### config.mk
export PLATFORM = sky130hd
export DESIGN_NAME = adder_sum_accumulator_flat
export DESIGN_NICKNAME = d
export VERILOG_FILES = /design/src/rtl/adder_sum_accumulator_if.sv /design/src/rtl/adder_sum_accumulator.sv /design/src/flat_wrapper.sv
export SDC_FILE = /design/constraint.sdc
export NUM_CORES = 1
export LEC_CHECK = 0
export BUFFER_PORTS_ARGS = -buffer_cell sky130_fd_sc_hd__buf_2
export CORE_AREA = 5 5 52 77
export DETAILED_ROUTE_END_ITERATION = 10
export DIE_AREA = 0 0 57 82
export PLACE_DENSITY = 0.84
export SLEW_MARGIN = 5
export SYNTH_ARGS = -nofsm -noshare
export SYNTH_HDL_FRONTEND = slang
export SYNTH_SLANG_ARGS = --single-unit
### constraint.sdc
create_clock -name clk -period 2.4 [get_ports clk]
set_clock_uncertainty 0.05 [all_clocks]
set_input_delay 0.36 -clock clk [delete_from_list [all_inputs] [get_ports clk]]
set_output_delay 0.36 -clock clk [all_outputs]
set_load 0.05 [all_outputs]
### src/rtl/adder_sum_accumulator_if.sv
// Handshake bundle between the adder result bus, the frame accumulator and the result sink.
// The master side is the upstream producer plus the sink; the slave side is the accumulator.
interface adder_sum_accumulator_if #(
  parameter int IN_W  = 9,
  parameter int ACC_W = 16
);
  logic             in_valid;
  logic [IN_W-1:0]  in_sum;
  logic             in_ready;
  logic             acc_valid;
  logic             acc_ready;
  logic [ACC_W-1:0] acc_data;
  logic             acc_ovf;
  logic [7:0]       sample_cnt;

  modport master (
    output in_valid, in_sum, acc_ready,
    input  in_ready, acc_valid, acc_data, acc_ovf, sample_cnt
  );

  modport slave (
    input  in_valid, in_sum, acc_ready,
    output in_ready, acc_valid, acc_data, acc_ovf, sample_cnt
  );
endinterface

### src/rtl/adder_sum_accumulator.sv
// Sums FRAME_LEN adder results per frame and offers the total on a valid/ready output.
// Define ACC_SATURATE_EN to clamp the total on overflow instead of wrapping it.
module adder_sum_accumulator #(
  parameter int IN_W      = 9,
  parameter int ACC_W     = 16,
  parameter int FRAME_LEN = 4
) (
  input  logic                    clk,
  input  logic                    reset,
  input  logic                    enable,
  input  logic                    clear,
  adder_sum_accumulator_if.slave  bus
);

  typedef enum logic [1:0] {
    ST_IDLE  = 2'd0,
    ST_ACCUM = 2'd1,
    ST_HOLD  = 2'd2
  } state_t;

  localparam logic [7:0]       LAST_CNT = 8'(FRAME_LEN - 1);
  localparam logic [ACC_W-1:0] ACC_MAX  = {ACC_W{1'b1}};

  state_t           state_q, state_d;
  logic [ACC_W-1:0] acc_q, acc_d;
  logic             ovf_q, ovf_d;
  logic [7:0]       cnt_q, cnt_d;
  logic             in_ready_q, in_ready_d;
  logic             acc_valid_q, acc_valid_d;

  logic             accept_s;
  logic [ACC_W:0]   sum_ext_s;
  logic             ovf_now_s;

  assign accept_s  = bus.in_valid && (state_q == ST_ACCUM);
  // One extra bit catches the carry out of the accumulator.
  assign sum_ext_s = {1'b0, acc_q} + {{(ACC_W + 1 - IN_W){1'b0}}, bus.in_sum};
  assign ovf_now_s = sum_ext_s[ACC_W];

  // State register and all datapath/output flops.
  always_ff @(posedge clk) begin
    if (reset) begin
      state_q     <= ST_IDLE;
      acc_q       <= {ACC_W{1'b0}};
      ovf_q       <= 1'b0;
      cnt_q       <= 8'd0;
      in_ready_q  <= 1'b0;
      acc_valid_q <= 1'b0;
    end else begin
      state_q     <= state_d;
      acc_q       <= acc_d;
      ovf_q       <= ovf_d;
      cnt_q       <= cnt_d;
      in_ready_q  <= in_ready_d;
      acc_valid_q <= acc_valid_d;
    end
  end

  // Next-state logic; clear wins over every handshake.
  always_comb begin
    state_d = state_q;
    if (clear) begin
      state_d = ST_IDLE;
    end else begin
      case (state_q)
        ST_IDLE: begin
          if (enable) state_d = ST_ACCUM;
          else        state_d = ST_IDLE;
        end
        ST_ACCUM: begin
          if (accept_s && (cnt_q == LAST_CNT)) state_d = ST_HOLD;
          else                                 state_d = ST_ACCUM;
        end
        ST_HOLD: begin
          if (bus.acc_ready) state_d = ST_ACCUM;
          else               state_d = ST_HOLD;
        end
        default: state_d = ST_IDLE;
      endcase
    end
  end

  // Accumulator, overflow flag and sample count.
  always_comb begin
    acc_d = acc_q;
    ovf_d = ovf_q;
    cnt_d = cnt_q;
    if (clear) begin
      acc_d = {ACC_W{1'b0}};
      ovf_d = 1'b0;
      cnt_d = 8'd0;
    end else begin
      case (state_q)
        ST_IDLE: begin
          acc_d = {ACC_W{1'b0}};
          ovf_d = 1'b0;
          cnt_d = 8'd0;
        end
        ST_ACCUM: begin
          if (accept_s) begin
            cnt_d = cnt_q + 8'd1;
            ovf_d = ovf_q | ovf_now_s;
`ifdef ACC_SATURATE_EN
            // Once clamped, any further non-zero sum overflows again and stays clamped.
            acc_d = ovf_now_s ? ACC_MAX : sum_ext_s[ACC_W-1:0];
`else
            acc_d = sum_ext_s[ACC_W-1:0];
`endif
          end else begin
            acc_d = acc_q;
          end
        end
        ST_HOLD: begin
          if (bus.acc_ready) begin
            acc_d = {ACC_W{1'b0}};
            ovf_d = 1'b0;
            cnt_d = 8'd0;
          end else begin
            acc_d = acc_q;
          end
        end
        default: begin
          acc_d = {ACC_W{1'b0}};
          ovf_d = 1'b0;
          cnt_d = 8'd0;
        end
      endcase
    end
  end

  // Handshake outputs are decoded from the next state so they come straight from flops.
  always_comb begin
    in_ready_d  = 1'b0;
    acc_valid_d = 1'b0;
    case (state_d)
      ST_ACCUM: in_ready_d  = 1'b1;
      ST_HOLD:  acc_valid_d = 1'b1;
      default: begin
        in_ready_d  = 1'b0;
        acc_valid_d = 1'b0;
      end
    endcase
  end

  assign bus.in_ready   = in_ready_q;
  assign bus.acc_valid  = acc_valid_q;
  assign bus.acc_data   = acc_q;
  assign bus.acc_ovf    = ovf_q;
  assign bus.sample_cnt = cnt_q;

endmodule
### src/flat_wrapper.sv
// flat-port wrapper written by rule: the top's interface ports become plain ports
module adder_sum_accumulator_flat 
#(
  parameter int IN_W      = 9,
  parameter int ACC_W     = 16,
  parameter int FRAME_LEN = 4
)
  (clk, reset, enable, clear, bus_in_valid, bus_in_sum, bus_acc_ready, bus_in_ready, bus_acc_valid, bus_acc_data, bus_acc_ovf, bus_sample_cnt);
  adder_sum_accumulator_if #(.IN_W(IN_W), .ACC_W(ACC_W)) bus_i ();
  input  logic clk;
  input  logic reset;
  input  logic enable;
  input  logic clear;
  input wire logic [$bits(bus_i.in_valid)-1:0] bus_in_valid;
  input wire logic [$bits(bus_i.in_sum)-1:0] bus_in_sum;
  input wire logic [$bits(bus_i.acc_ready)-1:0] bus_acc_ready;
  output wire logic [$bits(bus_i.in_ready)-1:0] bus_in_ready;
  output wire logic [$bits(bus_i.acc_valid)-1:0] bus_acc_valid;
  output wire logic [$bits(bus_i.acc_data)-1:0] bus_acc_data;
  output wire logic [$bits(bus_i.acc_ovf)-1:0] bus_acc_ovf;
  output wire logic [$bits(bus_i.sample_cnt)-1:0] bus_sample_cnt;
  assign bus_i.in_valid = bus_in_valid;
  assign bus_i.in_sum = bus_in_sum;
  assign bus_i.acc_ready = bus_acc_ready;
  assign bus_in_ready = bus_i.in_ready;
  assign bus_acc_valid = bus_i.acc_valid;
  assign bus_acc_data = bus_i.acc_data;
  assign bus_acc_ovf = bus_i.acc_ovf;
  assign bus_sample_cnt = bus_i.sample_cnt;
  adder_sum_accumulator #(.IN_W(IN_W), .ACC_W(ACC_W), .FRAME_LEN(FRAME_LEN)) u_core (.clk(clk), .reset(reset), .enable(enable), .clear(clear), .bus(bus_i));
endmodule
* Yosys cells after proc, flatten, opt, wreduce, memory -nomap -nowiden
Cells that the tools add are included.
** Cells by class
- Equality and inequality tests :: 7
- Shift operators :: 0
- Div/mod/pow operators :: 0
- Multiply operators :: 0
- Muxes and demuxes :: 16
- Order comparisons :: 0
- Add/subtract/negate cells :: 2
- Reduce and logical (&&, ||, !) cells :: 5
- Bitwise gates (word level) :: 1
** Operator list (number)
- 16-bit 2-to-1 mux :: 2
- 16-bit case mux with 2 select lines :: 1
- 16-bit by 9-bit adder with 17-bit output :: 1
- 8-bit 2-to-1 mux :: 2
- 8-bit case mux with 2 select lines :: 1
- 8-bit by 1-bit adder with 8-bit output, second input constant :: 1
- 8-bit by 2-bit equality test with 1-bit output, second input constant :: 1
- 2-bit 2-to-1 mux :: 3
- 2-bit case mux with 3 select lines :: 1
- 1-bit 2-to-1 mux :: 5
- 2-bit by 1-bit equality test with 1-bit output, second input constant :: 2
- 2-bit equality test, second input constant :: 2
- 1-bit logical AND :: 2
- 2-bit logical NOT :: 1
- 2-bit by 1-bit inequality test with 1-bit output, second input constant :: 1
- 2-bit inequality test, second input constant :: 1
- 1-bit case mux with 2 select lines :: 1
- 2-bit AND reduction :: 1
- 2-bit OR reduction :: 1
- 1-bit bitwise OR :: 1
** Storage, ports and cells
- Memories :: 0
- Memory bits (writable) :: 0
- Input bits :: 15
- ROM bits :: 0
- Logic and storage cells :: 37
- Register bits after elaboration :: 29
- Output and inout port bits :: 27
- Latch bits :: 0

* Logic depth before layout (Yosys ltp)
- Word-level depth :: 8
- Gate-level depth with buffers :: 8
- Depth with buffers taken out :: 8

* Least setup slack after synthesis
OpenSTA, ideal clock, no wires.
- Path type :: register to register
- Start point :: reg u_core.acc_q[0] (netlist: u_core.bus.acc_data[0])
- End point :: reg u_core.acc_q[14] (netlist: u_core.bus.acc_data[14])
- Arrival :: 2.312 ns
- Setup time :: 0.072 ns
- Cell stages (with the launch flop) :: 9
- Clock period less this slack :: 2.433 ns
- Buffers on the path :: 0
- Required time :: 2.278 ns
- Setup slack :: -0.033 ns
- Path through :: dfxtp_1 ha_1 inv_1 fa_1 nor2b_1 o2111ai_1 a21bo_2 a211oi_1 mux2i_1
** On the way
- Longest elaborated chain between the ends :: 3
** RTL lines
- start: declaration :: line adder_sum_accumulator.sv:25 : logic [ACC_W-1:0] acc_q, acc_d;
- start signal: assignment :: line adder_sum_accumulator.sv:44 : acc_q <= {ACC_W{1'b0}};
- 16-bit by 9-bit adder with 17-bit output :: line adder_sum_accumulator.sv:37 : assign sum_ext_s = {1'b0, acc_q} + {{(ACC_W + 1 - IN_W){1'b0}}, bus.in_sum};
- 16-bit 2-to-1 mux :: line adder_sum_accumulator.sv:100 : if (accept_s) begin
- 16-bit case mux with 2 select lines :: line adder_sum_accumulator.sv:93 : case (state_q)
Every way passes these cells. The select of a mux whose other input is x is not followed.
A chain may end at the register's enable or synchronous reset.

* Worst setup path in the final report
Ends and elaborated chain as after synthesis.

==> results.cfg <==
[status]
status = complete, no violations

[route]
wl_per_cell_um = 14.26
vias = 1586
wl_um = 3950
via_per_inst = 5.726
postRouteAntennaNets = 0
drtIter0Drc = 43
dr.pass1.iters = 5
drc_errors = 0

[pwr]
total_power_mw = 1.091
p_per_area_nw_per_um2 = 546.8
vdd_drop_max_mv = 0.7342
p_leak_nw = 0.8445

[synth]
post-synth-top-area-fraction_pct = 35.50
synth_edf_count = 0
yosys.area.top_type = dfxtp_1
ys.flop_type = dfxtp_1
yosysUniqueCellTypes = 43
synth_seq_cells = 29
netlist_instances = 189
ys_warn_count = 0
syn_nets = 215
avgSynthCellArea_um2 = 8.652
yosysSeqAreaShare_pct = 35.50
synth_area_leaders = dfxtp_1 36%, ha_1 7.7%, nor2_1 5.5%
syn_area_um2 = 1635
synth-async-reset-ratio_pct = 0

[cells_and_area]
mostFrequentLayoutCell = buf_2
nNetsFinal = 260
layout_common_cells = 41 x buf_2, 28 x dfxtp_1, 24 x nor2_1
drive_above_1_share_pct = 23.83
syn_to_final_growth_pct = 21.96
n_antenna_cell = 0
utilization_pct = 60.11
n_fill_cell = 308

[grt]
antenna_found_initial = 0
grt_usage_pct = 17.78
grt_pass1_vias = 1501
grt_max_degree = 19
overflow = 0
grt_pass1_wl_um = 6465

[clock_tree]
cts_tree = yes
htree_levels = 2
cts_root_buf = clkbuf_8
clkTransAtPathRegs_ns = 0.07
ctsResizeCount = 0
ctsHoldBuffers = 0
cts_sinks = 29
cts_made_buffers = 5
post_cts_buffers = 0
clockBufferDepth = 2
clk_latency_ns = 0.29

[worst_setup_path]
cp_max_fo = 6
worst-path-buf-inv = 1
cp.required_ns = 2.57
worst_setup_path_start_kind = flop
crit_arrival_ns = 2.37
rr_startpoint = u_core.bus.acc_data[0]
r2r_cells = 8
cpMaxStageDelayCell = fa_1
critPathCaptureType = flop
crit_path_cell_trace = ha_1 > inv_1 > fa_1 > nor2b_1 > o2111ai_1 > a21bo_2 > a211oi_1 > mux2i_1
r2r_slack_ns = 0.20
r2r-end = u_core.bus.acc_data[14]
cpPeakStageDelay_ns = 0.40
crit_type = flop to flop
critical-path-top-delay-family = compound AO/OA/AOI/OAI gates

[sta]
maxSlewHeadroom_pct = 62.53
tightest_slew_ns = 0.5599
worst_slack_ns = 0.1994
fin_hold_ws_ns = 0.3894
setup_violations = 0
rsz0062_at_grt = no
final_hold_viol_count = 0
final.setup.tns_ns = 0
fin_crit_ns = 2.201
slew_viol_final = 0
timing.fmax_mhz = 454.4
period_share_pct = 91.69

[die]
die_area_um2 = 4674
core_area_um2 = 3318
die_w_um = 57
start_util_pct = 49.28
io_pins = 42
row_count = 26
die_height_um = 82

[worst_hold_path]
hp-start = bus_in_sum[0]
min_delay_path_depth = 4
hp-class = primary input to flop
min_to = u_core.bus.acc_data[0]

[placed_design]
post-place-ws_ns = 0.1150
gp_congestion = 0.8062
dp_hpwl_um = 2946
port_buffers = 41

[run]
maxCapViolCount = 0
[per-layer routing]
layer | vias up | GRT usage (%) | share of wire (%)
li1 | 791 | - | -
met1 | 742 | 17.59 | 38
met2 | 46 | 32.84 | 55
met3 | 7 | 4.717 | 5.2
met4 | 0 | 10.44 | 2.2
met5 | - | 0 | 0
[sequential cells by signal (all words and copies together) (netlist names)]
register,count
u_core.bus.acc_ovf,1
u_core.bus.acc_valid,1
u_core.bus.acc_data,16
u_core.state_q,2
u_core.bus.sample_cnt,8
u_core.bus.in_ready,1
[cells in the mapped netlist, types with 2 or more instances]
cell type and number:
dfxtp_1 29, nor2_1 24, nand2_1 19, a21oi_1 15, ha_1 10, nand3_1 7, o21ai_0 6, xor2_1 6
mux2i_1 5, or3_1 5, a2111o_1 4, a211oi_1 4, xnor2_1 4, a22o_1 3, and3_1 3, inv_1 3
nand4_1 3, nor3_1 3, a21o_1 2, a221oi_1 2, a22oi_1 2, a32o_1 2, and2_1 2, clkbuf_1 2
nor2b_1 2, nor4_1 2, o211ai_1 2, o21a_1 2, or2_2 2
[worst min-delay path: stages]
cell	delay (ns)
buf_2	0.08
ha_1	0.11
a22oi_1	0.06
nor2_1	0.07
[layout make-up]
cell class	instances	area (um^2)	share of cell area, %
Clock buffer	7	86.33	4.329
Clock inverter	1	30.03	1.506
Inverter	3	11.26	0.5646
Multi-Input combinational cell	153	1020	51.13
Sequential cell	29	581.8	29.17
Tap cell	42	52.55	2.635
Timing Repair Buffer	42	212.7	10.67
[through the flow]
stage | instance area (um^2) | instances
5_1_grt | 1994 | 277
3_3_place_gp | 1878 | 269
2_1_floorplan | 1637 | 189
4_1_cts | 1994 | 277
3_5_place_dp | 1878 | 269
6_report | 1994 | 277
[how the worst max path moves through the flow]
stage	startpoint	endpoint	slack, ns	cells after the start
finish	u_core.bus.acc_data[0]	u_core.bus.acc_data[14]	0.20	8
global route	u_core.bus.acc_data[0]	u_core.bus.acc_data[12]	0.12	8
CTS	u_core.bus.acc_data[0]	u_core.bus.acc_data[14]	0.20	8
detailed placement	bus_in_sum[0]	u_core.bus.acc_data[14]	0.11	9
global placement	bus_in_sum[0]	u_core.bus.acc_data[14]	0.17	9
floorplan	u_core.bus.acc_data[1]	u_core.bus.acc_data[14]	0.04	7
[report_power, final]
group / switching (mW) / leakage [nW] / internal [mW]
logic: 0.0443 / 0.552 / 0.0277
registers: 0.00308 / 0.234 / 0.484
clock network: 0.193 / 0.0585 / 0.338
total: 0.241 / 0.845 / 0.850
[cells by family after synthesis]
logic type	synth area share [%]
AOI/OAI and AO/OA	20.27
xor gates and xnor gates	5.356
adders and majority gates	8.875
buffers and inverters	2.142
DFF	35.50
muxes	3.061
and+or+nand+nor	24.79
No activity file was read; power rests on OpenSTA's default activity.
